<file path="src/rtl/audio_arb_pkg.sv">
// -----------------------------------------------------------------------------
// audio_arb_pkg
// Shared types and constants for the two-source audio output arbiter.
//   state_e      : arbiter FSM state. The encoding equals the owner code, so
//                  the registered state can be reported directly as owner.
//   OWNER_*      : owner output encodings.
//   TIMER_W      : idle timer width.
//   GAP_CNT_W    : silent-gap frame counter width.
//   owner_of()   : maps an FSM state onto its owner code.
// -----------------------------------------------------------------------------
package audio_arb_pkg;

  localparam int TIMER_W   = 16;
  localparam int GAP_CNT_W = 8;

  localparam logic [1:0] OWNER_NONE = 2'd0;
  localparam logic [1:0] OWNER_SRC0 = 2'd1;
  localparam logic [1:0] OWNER_SRC1 = 2'd2;
  localparam logic [1:0] OWNER_GAP  = 2'd3;

  typedef enum logic [1:0] {
    S_IDLE = 2'd0,
    S_SRC0 = 2'd1,
    S_SRC1 = 2'd2,
    S_GAP  = 2'd3
  } state_e;

  function automatic logic [1:0] owner_of(input state_e s);
    logic [1:0] o;
    case (s)
      S_IDLE:  o = OWNER_NONE;
      S_SRC0:  o = OWNER_SRC0;
      S_SRC1:  o = OWNER_SRC1;
      S_GAP:   o = OWNER_GAP;
      default: o = OWNER_NONE;
    endcase
    return o;
  endfunction

endpackage

</file>
<file path="src/rtl/audio_arb_idle_timer.sv">
// -----------------------------------------------------------------------------
// audio_arb_idle_timer
// Clearable 16-bit up-counter measuring how long the current owner has held
// its ready flag low. expired is high in the cycle whose increment would make
// the count reach IDLE_TIMEOUT, so the owner is released on that edge.
// Ports:
//   clk      in   system clock
//   reset    in   synchronous active-high reset
//   clear    in   force the count back to zero on the next edge
//   expired  out  count has reached IDLE_TIMEOUT-1 (terminal count)
// -----------------------------------------------------------------------------
module audio_arb_idle_timer
  import audio_arb_pkg::*;
#(
  parameter int IDLE_TIMEOUT = 1024
) (
  input  logic clk,
  input  logic reset,
  input  logic clear,
  output logic expired
);

  localparam logic [TIMER_W-1:0] TC_VALUE = TIMER_W'(IDLE_TIMEOUT - 1);

  logic [TIMER_W-1:0] count_r;

  // Idle counter: cleared on request, otherwise counts up and holds at max.
  always_ff @(posedge clk) begin
    if (reset) begin
      count_r <= 16'd0;
    end else if (clear) begin
      count_r <= 16'd0;
    end else if (count_r != 16'hFFFF) begin
      count_r <= count_r + 16'd1;
    end else begin
      count_r <= count_r;
    end
  end

  assign expired = (count_r == TC_VALUE);

endmodule

</file>
<file path="src/rtl/audio_src_arb.sv">
// -----------------------------------------------------------------------------
// audio_src_arb
// Two-source arbiter in front of the audio output block. Ownership is granted
// per stream: src1 (alerts) preempts src0 (main stream), an owner that keeps
// its ready flag low for IDLE_TIMEOUT cycles is released, and every owner
// change inserts GAP_FRAMES silent frames to avoid clicks.
//
// Parameters:
//   IDLE_TIMEOUT  1..65535  idle cycles before an owner loses the path
//   GAP_FRAMES    0..255    zero frames per owner change (0 = no gap)
// Optional build macro:
//   AUDIO_ARB_STATS_EN  adds src0_frames, src1_frames, switch_count outputs
// Ports:
//   clk, reset                         clock, synchronous active-high reset
//   src0_left/right_data, src0_ready   main-stream frame and valid
//   src0_ack                           main-stream frame consumed
//   src1_left/right_data, src1_ready   alert-stream frame and valid
//   src1_ack                           alert-stream frame consumed
//   fifo_left/right_data, fifo_ready   frame presented to the output block
//   fifo_ack                           output block consumed the frame
//   owner                              0 none, 1 src0, 2 src1, 3 gap
//   src0_frames, src1_frames           saturating acked-frame counts (stats)
//   switch_count                       wrapping count of gap entries (stats)
// -----------------------------------------------------------------------------
module audio_src_arb
  import audio_arb_pkg::*;
#(
  parameter int IDLE_TIMEOUT = 1024,
  parameter int GAP_FRAMES   = 4
) (
  input  logic        clk,
  input  logic        reset,
  input  logic [31:0] src0_left_data,
  input  logic [31:0] src0_right_data,
  input  logic        src0_ready,
  output logic        src0_ack,
  input  logic [31:0] src1_left_data,
  input  logic [31:0] src1_right_data,
  input  logic        src1_ready,
  output logic        src1_ack,
  output logic [31:0] fifo_left_data,
  output logic [31:0] fifo_right_data,
  output logic        fifo_ready,
  input  logic        fifo_ack,
  output logic [1:0]  owner
`ifdef AUDIO_ARB_STATS_EN
  ,
  output logic [15:0] src0_frames,
  output logic [15:0] src1_frames,
  output logic [7:0]  switch_count
`endif
);

  localparam logic                 GAP_EN   = (GAP_FRAMES != 0);
  localparam logic [GAP_CNT_W-1:0] GAP_LOAD = GAP_CNT_W'(GAP_FRAMES);

  state_e               state_r;
  state_e               state_next_s;
  logic                 next_src1_r;       // gap target: 1 = src1, 0 = src0
  logic                 next_src1_next_s;
  logic [GAP_CNT_W-1:0] gap_cnt_r;
  logic [GAP_CNT_W-1:0] gap_cnt_next_s;
  logic                 owner_ready_s;
  logic                 in_src_s;
  logic                 timer_clear_s;
  logic                 timer_expired_s;
  logic                 timeout_s;

  // Ready flag of whichever source currently owns the path.
  always_comb begin
    owner_ready_s = 1'b0;
    in_src_s      = 1'b0;
    case (state_r)
      S_SRC0: begin
        owner_ready_s = src0_ready;
        in_src_s      = 1'b1;
      end
      S_SRC1: begin
        owner_ready_s = src1_ready;
        in_src_s      = 1'b1;
      end
      default: begin
        owner_ready_s = 1'b0;
        in_src_s      = 1'b0;
      end
    endcase
  end

  // Timer runs only while an owner is idle in its own state; any state change
  // (including a direct src0->src1 hand-over) starts the new owner from zero.
  assign timer_clear_s = (state_next_s != state_r) || owner_ready_s || !in_src_s;
  assign timeout_s     = timer_expired_s && in_src_s && !owner_ready_s;

  audio_arb_idle_timer #(
    .IDLE_TIMEOUT (IDLE_TIMEOUT)
  ) u_idle_timer (
    .clk     (clk),
    .reset   (reset),
    .clear   (timer_clear_s),
    .expired (timer_expired_s)
  );

  // Next-state, gap target and gap counter logic.
  always_comb begin
    state_next_s     = state_r;
    next_src1_next_s = next_src1_r;
    gap_cnt_next_s   = gap_cnt_r;
    case (state_r)
      S_IDLE: begin
        // Leaving idle never inserts a gap; src1 wins a tie.
        if (src1_ready) begin
          state_next_s = S_SRC1;
        end else if (src0_ready) begin
          state_next_s = S_SRC0;
        end else begin
          state_next_s = S_IDLE;
        end
      end
      S_SRC0: begin
        if (src1_ready) begin
          if (GAP_EN) begin
            state_next_s     = S_GAP;
            next_src1_next_s = 1'b1;
            gap_cnt_next_s   = GAP_LOAD;
          end else begin
            state_next_s = S_SRC1;
          end
        end else if (timeout_s) begin
          // src1 is known idle here, so a timeout simply releases the path.
          state_next_s = S_IDLE;
        end else begin
          state_next_s = S_SRC0;
        end
      end
      S_SRC1: begin
        if (timeout_s) begin
          if (src0_ready) begin
            if (GAP_EN) begin
              state_next_s     = S_GAP;
              next_src1_next_s = 1'b0;
              gap_cnt_next_s   = GAP_LOAD;
            end else begin
              state_next_s = S_SRC0;
            end
          end else begin
            state_next_s = S_IDLE;
          end
        end else begin
          state_next_s = S_SRC1;
        end
      end
      S_GAP: begin
        // An alert arriving during a gap towards src0 takes over the target.
        if (src1_ready) begin
          next_src1_next_s = 1'b1;
        end else begin
          next_src1_next_s = next_src1_r;
        end
        if (fifo_ack) begin
          gap_cnt_next_s = gap_cnt_r - 8'd1;
          if (gap_cnt_r <= 8'd1) begin
            if (next_src1_r || src1_ready) begin
              state_next_s = S_SRC1;
            end else begin
              state_next_s = S_SRC0;
            end
          end else begin
            state_next_s = S_GAP;
          end
        end else begin
          gap_cnt_next_s = gap_cnt_r;
          state_next_s   = S_GAP;
        end
      end
      default: begin
        state_next_s = S_IDLE;
      end
    endcase
  end

  // FSM state, gap target and gap counter registers.
  always_ff @(posedge clk) begin
    if (reset) begin
      state_r     <= S_IDLE;
      next_src1_r <= 1'b0;
      gap_cnt_r   <= 8'd0;
    end else begin
      state_r     <= state_next_s;
      next_src1_r <= next_src1_next_s;
      gap_cnt_r   <= gap_cnt_next_s;
    end
  end

  // Output mux: combinational from the registered state so data and ack pass
  // straight through with zero latency; an ack in a transition cycle belongs
  // to the outgoing owner because the mux follows state_r, not state_next_s.
  always_comb begin
    fifo_left_data  = 32'd0;
    fifo_right_data = 32'd0;
    fifo_ready      = 1'b0;
    src0_ack        = 1'b0;
    src1_ack        = 1'b0;
    case (state_r)
      S_SRC0: begin
        fifo_left_data  = src0_left_data;
        fifo_right_data = src0_right_data;
        fifo_ready      = src0_ready;
        src0_ack        = fifo_ack;
      end
      S_SRC1: begin
        fifo_left_data  = src1_left_data;
        fifo_right_data = src1_right_data;
        fifo_ready      = src1_ready;
        src1_ack        = fifo_ack;
      end
      S_GAP: begin
        fifo_ready = 1'b1;
      end
      default: begin
        fifo_ready = 1'b0;
      end
    endcase
  end

  assign owner = owner_of(state_r);

`ifdef AUDIO_ARB_STATS_EN
  logic [15:0] src0_frames_r;
  logic [15:0] src1_frames_r;
  logic [7:0]  switch_count_r;

  // Per-source acked-frame counters (saturating) and gap-entry counter.
  always_ff @(posedge clk) begin
    if (reset) begin
      src0_frames_r  <= 16'd0;
      src1_frames_r  <= 16'd0;
      switch_count_r <= 8'd0;
    end else begin
      if (src0_ack && (src0_frames_r != 16'hFFFF)) begin
        src0_frames_r <= src0_frames_r + 16'd1;
      end else begin
        src0_frames_r <= src0_frames_r;
      end
      if (src1_ack && (src1_frames_r != 16'hFFFF)) begin
        src1_frames_r <= src1_frames_r + 16'd1;
      end else begin
        src1_frames_r <= src1_frames_r;
      end
      if ((state_next_s == S_GAP) && (state_r != S_GAP)) begin
        switch_count_r <= switch_count_r + 8'd1;
      end else begin
        switch_count_r <= switch_count_r;
      end
    end
  end

  assign src0_frames  = src0_frames_r;
  assign src1_frames  = src1_frames_r;
  assign switch_count = switch_count_r;
`endif

endmodule

</file>
<file path="config.mk">
export PLATFORM = sky130hd
export DESIGN_NAME = audio_src_arb
export DESIGN_NICKNAME = d
export VERILOG_FILES = /design/src/rtl/audio_arb_pkg.sv /design/src/rtl/audio_arb_idle_timer.sv /design/src/rtl/audio_src_arb.sv
export SDC_FILE = /design/constraint.sdc
export NUM_CORES = 1
export LEC_CHECK = 0
export ABC_AREA = 1
export CORE_UTILIZATION = 36
export CTS_BUF_LIST = sky130_fd_sc_hd__clkbuf_8
export CTS_CLUSTER_SIZE = 12
export DETAILED_ROUTE_END_ITERATION = 8
export PLACE_DENSITY_LB_ADDON = 0.12
export SYNTH_ARGS = -nofsm -noshare
export SYNTH_HDL_FRONTEND = slang
export SYNTH_HIERARCHICAL = 1
export SYNTH_SLANG_ARGS = --single-unit
</file>
<file path="constraint.sdc">
create_clock -name clk -period 3.31 [get_ports clk]
set_input_delay 0.4965 -clock clk [delete_from_list [all_inputs] [get_ports clk]]
set_output_delay 0.4965 -clock clk [all_outputs]
set_load 0.005 [all_outputs]
</file>
* Yosys cells after proc, flatten, opt, wreduce, memory -nomap -nowiden
Cells that the tools add are included.
** Word-level totals
- Output and inout bits :: 69
- Word-level logic and storage cells :: 60
- Bits in registers :: 27
** Operators by class
- Eq/ne operators :: 11
- Add/sub/neg operators :: 2
- Multiplexer cells :: 27
- Reduce and logical (&&, ||, !) cells :: 15
- Magnitude comparators :: 1
** Operator list (number)
- $pmux W32 S2 :: 2
- $mux W8 :: 4
- $pmux W8 S3 :: 1
- $add A16 B1 Y16 const B :: 1
- $eq A16 B10 Y1 const B :: 1
- $ne A16 B16 Y1 const B :: 1
- $pmux W2 S4 :: 2
- $mux W2 :: 7
- $le A8 B1 Y1 const B :: 1
- $mux W1 :: 8
- $ne A2 B2 Y1 const B :: 4
- $sub A8 B1 Y8 const B :: 1
- $reduce_or A2 Y1 :: 3
- $reduce_and A5 Y1 :: 1
- $eq A2 B2 Y1 const B :: 2
- $pmux W1 S2 :: 2
- $reduce_and A4 Y1 :: 1
- $logic_or A1 B1 Y1 :: 3
- $pmux W1 S3 :: 1
- $reduce_bool A3 Y1 :: 1
- $eq A2 B1 Y1 const B :: 1
- $logic_and A1 B1 Y1 :: 2
- $logic_not A1 Y1 :: 2
- $logic_not A2 Y1 :: 1
- other kinds (3) :: 3

* Depth between registers and ports, before layout
- Depth in word-level cells :: 12
- Gate-level depth with buffers :: 19

* Modules after synthesis
Netlist, hierarchy kept.
** By module, submodules not included
- audio_src_arb :: area each 1780.5 µm², times used 1, cells an instance 353
- audio_arb_idle_timer :: area each 942.2 µm², times used 1, cells an instance 142

* Least setup slack after synthesis
No wires, ideal clock.
- Path kind :: register -> register
- Start :: register u_idle_timer.count_r[0]
- End :: register u_idle_timer.count_r[2]
- Cell stages (with the launch flop) :: 20
- Library setup time :: 0.076 ns
- Required time :: 3.234 ns
- Setup slack :: 0.853 ns
- Buffers on the path :: 0
- Arrival :: 2.382 ns
- Cell sequence :: dfxtp_1 ha_1 nand3_1 inv_2 nand3_1 nor4_1 nand2_1 nor2_4 nand2_1 nand2_1 nand2_1 nand2_1 nand2_1 nand2_1 nand2_1 inv_1 nand3_1 nor2_2 clkinv_1 a31oi_1
** Between the ends
- Longest elaborated chain between the ends :: 10
- Elaborated cells between the ends (all ways) :: 13
- Classes of those cells :: add/sub (1); eq/ne (3); mux (4); reduce/logical (5)
** Ends and longest elaborated chain
- start, declared :: RTL line audio_arb_idle_timer.sv:25 : logic [TIMER_W-1:0] count_r;
- start signal, assigned :: RTL line audio_arb_idle_timer.sv:34 : count_r <= count_r + 16'd1;
- start signal, assigned :: RTL line audio_arb_idle_timer.sv:36 : count_r <= count_r;
- $eq A16 B10 Y1 (*) :: RTL line audio_arb_idle_timer.sv:40 : assign expired = (count_r == TC_VALUE);
- named net timer_expired_s :: RTL line audio_src_arb.sv:66 : logic timer_expired_s;
- $logic_and A1 B1 Y1 (*) (2 in series) :: RTL line audio_src_arb.sv:92 : assign timeout_s = timer_expired_s && in_src_s && !owner_ready_s;
- $mux W1 :: RTL line audio_src_arb.sv:128 : end else if (timeout_s) begin
- $mux W2 :: RTL line audio_src_arb.sv:120 : if (src1_ready) begin
- $pmux W2 S4 (*) :: RTL line audio_src_arb.sv:108 : case (state_r)
- $ne A2 B2 Y1 (*) :: RTL line audio_src_arb.sv:91 : assign timer_clear_s = (state_next_s != state_r) || owner_ready_s || !in_src_s;
- $logic_or A1 B1 Y1 (*) (2 in series) :: RTL line audio_src_arb.sv:91
- named net timer_clear_s :: RTL line audio_src_arb.sv:65 : logic timer_clear_s;
- $reduce_or A2 Y1 (no source line) (*)
Mark *: on every way through the listed nets, which the timed path passes. The rest lies on a longest branch.
A chain may end at the register's enable or synchronous reset.

* Final worst setup path
- Start :: register state_r[1]
- End :: output fifo_left_data[14]
** Between the ends
- Longest elaborated chain between the ends :: 2
- Elaborated cells between the ends (all ways) :: 3
- Classes of those cells :: eq/ne (2); mux (1)
** Ends and longest elaborated chain
- start, declared :: RTL line audio_src_arb.sv:57 : state_e state_r;
- start signal, assigned :: RTL line audio_src_arb.sv:188 : state_r <= state_next_s;
- $eq A2 B2 Y1 or $eq A2 B1 Y1 (tied branches) :: RTL line audio_src_arb.sv:203 : case (state_r)
- $pmux W32 S2 (*) :: RTL line audio_src_arb.sv:203
- end, declared :: RTL line audio_src_arb.sv:41 : output logic [31:0] fifo_left_data,
Mark *: on every way between the ends. The rest lies on a longest branch, timed or not.

==> impl_metrics.csv <==
group,metric,value,unit
setup_path,r2r_slack,0.63,ns
setup_path,regToRegEndpoint,"u_idle_timer/count_r[3]",
yosys,synth.yosys.seq_area_share,19.9,%
setup_path,crit_required,2.81,ns
job,cap_violations,0,
yosys,netlist_top_cells_area,"nand2_1 (27%), dfxtp_1 (20%), a21oi_1 (13%)",
clock_tree,cts-root-buf,"clkbuf_8",
timing,slew_headroom,69.5,%
timing,drv_slew,0,
cells_and_area,drive_gt1_share,5.72,%
setup_path,start_kind,"flop",
detailed_routing,vias,3769,
setup_path,cp-startpoint,"state_r[1]",
detailed_routing,drc,0,
timing,tightest_slew,0.456,ns
power_and_ir_drop,p_per_area,214,mW/mm2
setup_path,cp-end-kind,"output pin",
yosys,synth_area_per_cell,5.50,um2
clock_tree,clk_pin_slew,0.09,ns
setup_path,r2r_cells,19,
placement,dp_hpwl,8.70,mm
min_path,min_path_type,"flop to flop",
yosys,syn_area,0.00272,mm2
timing,clock_skew,0.00192,ns
timing,hold_viol_final,0,
yosys,synth_top_area_share,27.4,%
die,core,0.00729,mm2
detailed_routing,routed_via_density,4.83,
placement,placed_cells,777,
setup_path,crit_arrival,2.30,ns
clock_tree,post_cts_buffers,0,
setup_path,reg2reg_from,"u_idle_timer/count_r[0]",
clock_tree,cts_tree,"built",
clock_tree,cts_resized,0,
detailed_routing,avgRoutedWirePerCell,13.7,um
global_route,grt_overflow,0,
clock_tree,hold_buffers,0,
placement,place.gp.congestion,0.869,
clock_tree,h-tree-depth,1,
yosys,synth_edf_count,0,
power_and_ir_drop,peakVddDrop,0.158,mV
global_route,grt_use_total,24.4,%
clock_tree,clk_latency,0.27,ns
yosys,syn_nets,635,
global_route,grt_pass1_wl,15.0,mm
placement,portBuffers,201,
cells_and_area,layout_commonest_cell,"clkdlybuf4s50_1",
timing,period_share,84.5,%
yosys,ys_types,32,
detailed_routing,first_iter_violations,152,
timing,fmax,357,MHz
yosys,async_reset_ff_share,0,%
die,die-area,0.00791,mm2
run_status,run_status,"complete, no violations",
clock_tree,numCtsBuffers,3,
global_route,grt_pass1_vias,3235,
die,die_h,89.0,um
cells_and_area,layout_common_cells,"clkdlybuf4s50_1 (201), nand2_1 (199), a21oi_1 (73), inv_1 (44), nor2_1 (37)",
yosys,yosys.area.top_type,"nand2_1",
timing,tns,0,ns
die,die_w,89.0,um
cells_and_area,fillerInstances,651,
global_route,antenna_found_initial,0,
yosys,yosysWarnings,6,
setup_path,cp_max_fo,24,
timing,setup_violations,0,
clock_tree,clock_path_buffers,2,
min_path,min_to,"gap_cnt_r[6]",
min_path,worstHoldStart,"gap_cnt_r[6]",
clock_tree,cts.sinks,27,
die,ios,202,
timing,min_period,2.80,ns
power_and_ir_drop,p_leak,0.00183,uW
yosys,ys_ff_latch,27,
die,start_util,37.3,%
detailed_routing,wl,10.7,mm
cells_and_area,fin_cells,781,
setup_path,worstSetupPathType,"flop to output pin",
global_route,grt_max_degree,58,
min_path,hold_depth,2,
timing,rsz0062_at_grt,"no",
yosys,synth-main-ff-cell,"dfxtp_1",
detailed_routing,first_pass_iters,5,
yosys,syn-instance-count,495,
detailed_routing,antenna_left,0,
cells_and_area,fin_nets,823,
cells_and_area,area_growth,78.5,%
die,fp-row-count,31,
cells_and_area,antenna-diode-count,0,
kinds of logic after synthesis:
kind of cell | Yosys count | share of synthesized area [%]
adder cells (fa/ha/maj) | 7 | 3.22
buffers and inverters | 74 | 11.4
XOR/XNOR | 6 | 1.93
AND/OR/NAND/NOR | 292 | 46.3
AO/OA/AOI/OAI | 89 | 17.3
flip-flops | 27 | 19.9
critical path: stages, from the launching register on:
cell and delay [ns]:
dfxtp_1 0.40, inv_1 0.11, ha_1 0.30, inv_2 0.35, buf_4 0.31, a21oi_1 0.08
clkdlybuf4s50_1 0.45
synth_stat cells (all sizes together) (4+ instances only):
master / n
dfxtp: 27
inv: 49
nand2: 206
a31oi: 6
ha: 7
nand4: 9
xor2: 4
nor2: 44
clkbuf: 12
a21oi: 73
buf: 12
o21ai: 7
nand3: 28
worst max-delay path by stage:
stage	endpoint	slack [ns]	depth (start not counted)
after floorplan	u_idle_timer/count_r[2]	0.85	19
after global placement	u_idle_timer/count_r[3]	0.73	19
after detailed placement	u_idle_timer/count_r[2]	0.65	19
after CTS	fifo_left_data[14]	0.50	6
after global routing	u_idle_timer/count_r[6]	0.28	19
final	fifo_left_data[14]	0.51	6
per-layer routing:
metal / GRT usage [%] / routed length [um]
met5: 0 / 0
met4: 3.75 / 136
met3: 8.59 / 1170
met2: 42.2 / 5010
met1: 29.8 / 4350
where the power goes:
group	leakage, uW	internal [uW]	switching [uW]	total, uW
Clock	0.0000255	84.5	106	190
Sequential	0.000219	337	12.0	349
Combinational	0.00159	273	228	501
per-stage QoR:
step,hold WS (ns),area [um2],worst slack (ns),utilization [%],total power [uW]
after floorplan,0.439,2720,0.853,-,575
after global routing,0.515,4860,0.277,66.7,1110
after CTS,0.474,4860,0.505,66.7,1050
final,0.492,4860,0.512,66.7,1040
after global placement,0.450,4810,0.735,66.0,847
after detailed placement,0.459,4810,0.652,66.0,856
final cells by class:
class / instances / area, um2 / area share [%]
sequential: 27 / 541 / 11.1
clock buffer: 3 / 41.3 / 0.849
tap: 99 / 124 / 2.55
timing repair buffer: 207 / 2080 / 42.8
clock inverter: 1 / 5.00 / 0.103
multi-input combinational: 394 / 1880 / 38.6
inverter: 50 / 193 / 3.96
state kept, by name, summed over array words and instances, names as in the netlist:
signal                flops
state_r                   2
next_src1_r               1
u_idle_timer/count_r     16
gap_cnt_r                 8
No activity file was read; power rests on OpenSTA's default activity.
